## src/rtl/seg_pkg.sv

```systemverilog
// Shared types and defaults for the segmentation controller.
package seg_pkg;

    localparam int unsigned SEG_MAX_CLUSTERS = 16;

    typedef logic [23:0] pixel_t;
    typedef logic [17:0] dist_t;

    typedef enum logic [2:0] {
        StIdle,
        StLoad,
        StPixRd,
        StPixWait,
        StCmp,
        StWr,
        StDone
    } state_t;

endpackage

```

## src/rtl/seg_dist.sv

```systemverilog
// Combinational squared RGB distance between two 24-bit pixels.
module seg_dist
    import seg_pkg::*;
(
    input  pixel_t a_i,
    input  pixel_t b_i,
    output dist_t  dist_o
);

    function automatic logic [15:0] sq_diff(input logic [7:0] x, input logic [7:0] y);
        logic [7:0] d;
        d = (x > y) ? (x - y) : (y - x);
        return 16'(d) * 16'(d);
    endfunction

    // Worst case 3*255^2 = 195075 fits in 18 bits.
    always_comb begin
        dist_o = 18'(sq_diff(a_i[23:16], b_i[23:16]))
               + 18'(sq_diff(a_i[15:8],  b_i[15:8]))
               + 18'(sq_diff(a_i[7:0],   b_i[7:0]));
    end

endmodule

```

## src/rtl/seg_ctrl.sv

```systemverilog
// Nearest-cluster image segmentation controller.
// SEG_CTRL_LABEL_EN: write the winning cluster index instead of its center colour.
module seg_ctrl
    import seg_pkg::*;
#(
    parameter int unsigned MAX_CLUSTERS = SEG_MAX_CLUSTERS,
    parameter int unsigned ADDR_W       = 32
) (
    input  logic              clk,
    input  logic              rst,
    input  logic              start,
    input  logic [31:0]       num_pixels,
    input  logic [4:0]        num_clusters,
    output logic              busy,
    output logic              done,
    output logic              err,
    output logic              img_ena,
    output logic [ADDR_W-1:0] img_addra,
    input  logic [23:0]       img_douta,
    output logic              img_enb,
    output logic [ADDR_W-1:0] img_addrb,
    input  logic [23:0]       img_doutb,
    output logic              ip_enc,
    output logic              ip_wec,
    output logic [ADDR_W-1:0] ip_addrc,
    output logic [23:0]       ip_doutc
);

    localparam int unsigned IdxW = (MAX_CLUSTERS > 1) ? $clog2(MAX_CLUSTERS) : 1;

    state_t          state_q, state_d;
    logic [31:0]     n_q, n_d, p_q, p_d;
    logic [4:0]      k_q, k_d, cnt_q, cnt_d;
    logic            err_q, err_d;
    pixel_t          pix_q, pix_d;
    dist_t           best_q, best_d;
    logic [IdxW-1:0] best_idx_q, best_idx_d;
    pixel_t          ctr_q [MAX_CLUSTERS];
    logic            ctr_we;
    logic [IdxW-1:0] ctr_widx;
    pixel_t          cmp_ctr;
    dist_t           cand;
    logic            k_bad;

    assign k_bad   = (num_clusters == 5'd0) || (32'(num_clusters) > MAX_CLUSTERS);
    assign cmp_ctr = ctr_q[IdxW'(cnt_q)];

    seg_dist u_dist (
        .a_i   (pix_q),
        .b_i   (cmp_ctr),
        .dist_o(cand)
    );

    always_comb begin
        state_d    = state_q;
        n_d        = n_q;
        p_d        = p_q;
        k_d        = k_q;
        cnt_d      = cnt_q;
        err_d      = err_q;
        pix_d      = pix_q;
        best_d     = best_q;
        best_idx_d = best_idx_q;
        ctr_we     = 1'b0;
        ctr_widx   = IdxW'(cnt_q - 5'd1);
        busy       = (state_q != StIdle);
        done       = 1'b0;
        err        = 1'b0;
        img_ena    = 1'b0;
        img_addra  = '0;
        img_enb    = 1'b0;
        img_addrb  = '0;
        ip_enc     = 1'b0;
        ip_wec     = 1'b0;
        ip_addrc   = '0;
        ip_doutc   = '0;

        case (state_q)
            StIdle: begin
                if (start) begin
                    n_d   = num_pixels;
                    k_d   = num_clusters;
                    p_d   = '0;
                    cnt_d = '0;
                    err_d = k_bad;
                    if (k_bad || (num_pixels == 32'd0)) begin
                        state_d = StDone;
                    end else begin
                        state_d = StLoad;
                    end
                end
            end
            StLoad: begin
                // Address cnt issued while data for cnt-1 returns; one trailing drain cycle.
                if (cnt_q != k_q) begin
                    img_enb   = 1'b1;
                    img_addrb = ADDR_W'(cnt_q);
                end
                ctr_we = (cnt_q != 5'd0);
                if (cnt_q == k_q) begin
                    cnt_d   = '0;
                    state_d = StPixRd;
                end else begin
                    cnt_d = cnt_q + 5'd1;
                end
            end
            StPixRd: begin
                img_ena   = 1'b1;
                img_addra = ADDR_W'(p_q);
                state_d   = StPixWait;
            end
            StPixWait: begin
                pix_d   = img_douta;
                cnt_d   = '0;
                state_d = StCmp;
            end
            StCmp: begin
                // Strict compare keeps the lowest index on ties.
                if ((cnt_q == 5'd0) || (cand < best_q)) begin
                    best_d     = cand;
                    best_idx_d = IdxW'(cnt_q);
                end
                if (cnt_q == k_q - 5'd1) begin
                    state_d = StWr;
                end else begin
                    cnt_d = cnt_q + 5'd1;
                end
            end
            StWr: begin
                ip_enc   = 1'b1;
                ip_wec   = 1'b1;
                ip_addrc = ADDR_W'(p_q);
`ifdef SEG_CTRL_LABEL_EN
                ip_doutc = pixel_t'(best_idx_q);
`else
                ip_doutc = ctr_q[best_idx_q];
`endif
                p_d     = p_q + 32'd1;
                state_d = (p_q + 32'd1 == n_q) ? StDone : StPixRd;
            end
            StDone: begin
                done    = 1'b1;
                err     = err_q;
                state_d = StIdle;
            end
            default: state_d = StIdle;
        endcase
    end

    always_ff @(posedge clk or posedge rst) begin
        if (rst) begin
            state_q    <= StIdle;
            n_q        <= '0;
            p_q        <= '0;
            k_q        <= '0;
            cnt_q      <= '0;
            err_q      <= 1'b0;
            pix_q      <= '0;
            best_q     <= '0;
            best_idx_q <= '0;
        end else begin
            state_q    <= state_d;
            n_q        <= n_d;
            p_q        <= p_d;
            k_q        <= k_d;
            cnt_q      <= cnt_d;
            err_q      <= err_d;
            pix_q      <= pix_d;
            best_q     <= best_d;
            best_idx_q <= best_idx_d;
        end
    end

    always_ff @(posedge clk or posedge rst) begin
        if (rst) begin
            for (int i = 0; i < int'(MAX_CLUSTERS); i++) begin
                ctr_q[i] <= '0;
            end
        end else if (ctr_we) begin
            ctr_q[ctr_widx] <= img_doutb;
        end
    end

endmodule

```

## config.mk

```make
export PLATFORM = sky130hd
export DESIGN_NAME = seg_ctrl
export DESIGN_NICKNAME = d
export VERILOG_FILES = /design/src/rtl/seg_pkg.sv /design/src/rtl/seg_dist.sv /design/src/rtl/seg_ctrl.sv
export SDC_FILE = /design/constraint.sdc
export NUM_CORES = 2
export LEC_CHECK = 0
export ABC_AREA = 1
export CAP_MARGIN = 20
export CORE_MARGIN = 2
export CORE_UTILIZATION = 55
export CTS_CLUSTER_SIZE = 16
export DETAILED_ROUTE_END_ITERATION = 7
export PLACE_DENSITY = 0.83
export SYNTH_ARGS = -nofsm -noshare
export SYNTH_HDL_FRONTEND = slang
export SYNTH_HIERARCHICAL = 1
export SYNTH_SLANG_ARGS = --single-unit
```

## constraint.sdc

```tcl
create_clock -name clk -period 14.92 [get_ports clk]
set_input_delay 1.492 -clock clk [delete_from_list [all_inputs] [get_ports clk]]
set_output_delay 1.492 -clock clk [all_outputs]
set_load 0.02 [all_outputs]
```

==> flow_metrics.env <==
export IMPL_outcome="finished, violations left"
export IMPL_failed_checks="DRC"
export IMPL_synthCells=4734
export IMPL_grt_pass1_vias=32100
export IMPL_clk_pin_slew_ns=0.06
export IMPL_grt_pass1_wl_mm=176
export IMPL_path_class="flip-flop to flip-flop"
export IMPL_fillers=5577
export IMPL_clock_root_buffer="clkbuf_16"
export IMPL_path_common_cell="nand2_1"
export IMPL_synth_edf_count=0
export IMPL_grt_usage=0.319
export IMPL_rsz0062_at_grt="false"
export IMPL_cts_setup_buffers=0
export IMPL_cts_tree="built"
export IMPL_ys_flop_type="dfrtp_1"
export IMPL_r2r_end="best_idx_q[3]"
export IMPL_fmaxAchievable_ghz=0.0816
export IMPL_finalWeightedCongestion=0.974
export IMPL_rr_worst_depth=45
export IMPL_finalHoldViolCount=0
export IMPL_grt_max_degree=160
export IMPL_clk_latency_ns=0.64
export IMPL_drive_above_1_share=0.0839
export IMPL_die_w_um=262
export IMPL_register_area_mm2=0.0127
export IMPL_initial_core_util=0.557
export IMPL_antenna_found_initial=6
export IMPL_core_area_mm2=0.0660
export IMPL_r2r_slack_ns=2.66
export IMPL_skew_ns=0.0508
export IMPL_reg2reg_from="cnt_q[0]"
export IMPL_setup_violations=0
export IMPL_worst_slew_pin_transition_ns=1.23
export IMPL_areaGrowthSynthToFinish_pct=11.3
export IMPL_h_tree_depth=2
export IMPL_slowest_delay_ns=0.80
export IMPL_yosys_warnings=6
export IMPL_max_cap_viol_count=0
export IMPL_row_count=94
export IMPL_drtIter0Drc=4237
export IMPL_timing_final_crit_share=0.822
export IMPL_cts_sinks=508
export IMPL_hold_path_depth=2
export IMPL_portBuffers=187
export IMPL_final_max_slew_viol_count=0
export IMPL_async_flop_share=1.00
export IMPL_synthesis_area_mm2=0.0367
export IMPL_wl_per_cell_um=19.7
export IMPL_yosys_area_top_type_share=0.346
export IMPL_post_synth_cell_area_avg_um2=7.76
export IMPL_cts_made_buffers=55
export IMPL_wl_mm=111
export IMPL_avgViaCountPerCell=5.96
export IMPL_first_pass_iters=8
export IMPL_tns_ns=0
export IMPL_drc=16
export IMPL_holdPathEnd="best_q[13]"
export IMPL_synthTopCellsByCount="850 x nand2_1, 651 x o21ai_0, 614 x inv_1"
export IMPL_ys_seq_area_frac=0.346
export IMPL_cp_end_kind="flip-flop"
export IMPL_overflow=0
export IMPL_fin_crit_ns=12.26
export IMPL_critical_path_slowest_cell="dfrtp_4"
export IMPL_multi_input_area_mm2=0.0205
export IMPL_cp_data_required_time_ns=15.41
export IMPL_cp_start_kind="flip-flop"
export IMPL_instances_no_fill=5662
export IMPL_io_pins=215
export IMPL_cts_buffer_depth=3
export IMPL_cp_data_arrival_time_ns=12.75
export IMPL_synth_area_leaders="dfrtp_1 35%, o21ai_0 8.9%, nand2_1 8.7%, fa_1 7.5%, inv_1 6.3%"
export IMPL_worstPathMaxFanout=93
export IMPL_antenna_left=0
export IMPL_yosysMostFrequentCell="nand2_1"
export IMPL_dp_hpwl_mm=73.1
export IMPL_dr_total_vias=33800
export IMPL_ctsResizeCount=0
export IMPL_max_slew_margin=0.178
export IMPL_yosys_register_bits=508
export IMPL_die_area_mm2=0.0689
export IMPL_hold_start="best_q[13]"
export IMPL_die_h_um=262
export IMPL_min_path_type="flip-flop to flip-flop"
export IMPL_synth_largest_area_cell="dfrtp_1"
export IMPL_holdBufCountCts=0
export IMPL_synthDistinctLibCells=55
export IMPL_fin_nets=5127
export IMPL_placedCellCount=5553
placed cells by master (no fill, tap or decap), drive strengths merged, types with 14 or more instances in the layout:
cell and instances:
xnor2 20, clkinv 16, clkbuf 75, nand4 18
o22ai 19, mux2 201, nand3 310, nand2 884
nand3b 14, conb 27, o21ai 657, o211ai 80
dfrtp 508, clkdlybuf4s50 187, fa 138, a21oi 370
nor2 354, xor2 23, inv 626, ha 150
buf 52
cells by family (layout without fill, tap and decap cells):
logic type | after synthesis | after routing | share of synthesized area
AO/OA/AOI/OAI | 1155 | 1155 | 0.167
XOR/XNOR | 44 | 44 | 0.0109
adder cells (fa/ha/maj) | 288 | 288 | 0.126
buffers and inverters | 932 | 966 | 0.101
flip-flops | 508 | 508 | 0.346
multiplexers | 201 | 201 | 0.0616
other | 1 | 31 | 0.000102
AND/OR/NAND/NOR | 1605 | 1605 | 0.187
per-stage QoR:
step | cell area [um^2] | util | hold WS, ns | setup slack [ns]
global placement | 38900 | 0.589 | 0.459 | 2.87
floorplan | 36800 | - | 0.442 | 5.55
global route | 40900 | 0.619 | 0.493 | 1.79
finish | 40900 | 0.619 | 0.471 | 2.66
CTS | 40700 | 0.617 | 0.477 | 2.61
detailed placement | 38900 | 0.590 | 0.463 | 2.62
worst max-delay path, delay by kind of cell, from the launching register on:
kind / cells / cell delay, ns
flops: 1 / 0.80
compound gates: 10 / 1.92
fa+ha+maj: 10 / 4.53
simple gates: 18 / 2.88
buf+inv: 7 / 1.83
worst max path at each step:
stage,depth (start not counted),endpoint,start,slack [ns]
6_report,45,best_idx_q[3],cnt_q[0],2.66
5_1_grt,45,best_idx_q[2],cnt_q[0],1.79
4_1_cts,43,best_idx_q[3],cnt_q[0],2.61
3_5_place_dp,43,best_idx_q[1],cnt_q[0],2.62
3_3_place_gp,42,best_idx_q[2],cnt_q[0],2.87
2_1_floorplan,50,best_idx_q[1],cnt_q[0],5.55
sequential cells by signal, indices dropped and copies added (netlist names):
name and count:
best_idx_q 4, cnt_q 5, err_q 1, pix_q 24, best_q 18, p_q 32
ctr_q 384, n_q 32, state_q 3, k_q 5
cell type report:
class	instances	area share
Antenna cell	4	0.000245
Clock buffer	75	0.0382
Clock inverter	25	0.00625
Inverter	627	0.0579
Multi-Input combinational cell	3320	0.501
Sequential cell	508	0.312
Tap cell	864	0.0265
Timing Repair Buffer	239	0.0579
layer usage:
layer / share of wire / routed length (um) / global-route usage / vias to the layer above
met5: 0.00034 / 38 / 0 / -
met4: 0.049 / 5480 / 0.147 / 8
met3: 0.11 / 12400 / 0.0646 / 369
met2: 0.44 / 49100 / 0.489 / 1904
met1: 0.40 / 44300 / 0.437 / 16000
li1: - / - / - / 15400
Power is left out: the tool's default activity adds up to more than one toggle a clock period on the data nets, which glitch-free logic cannot reach.
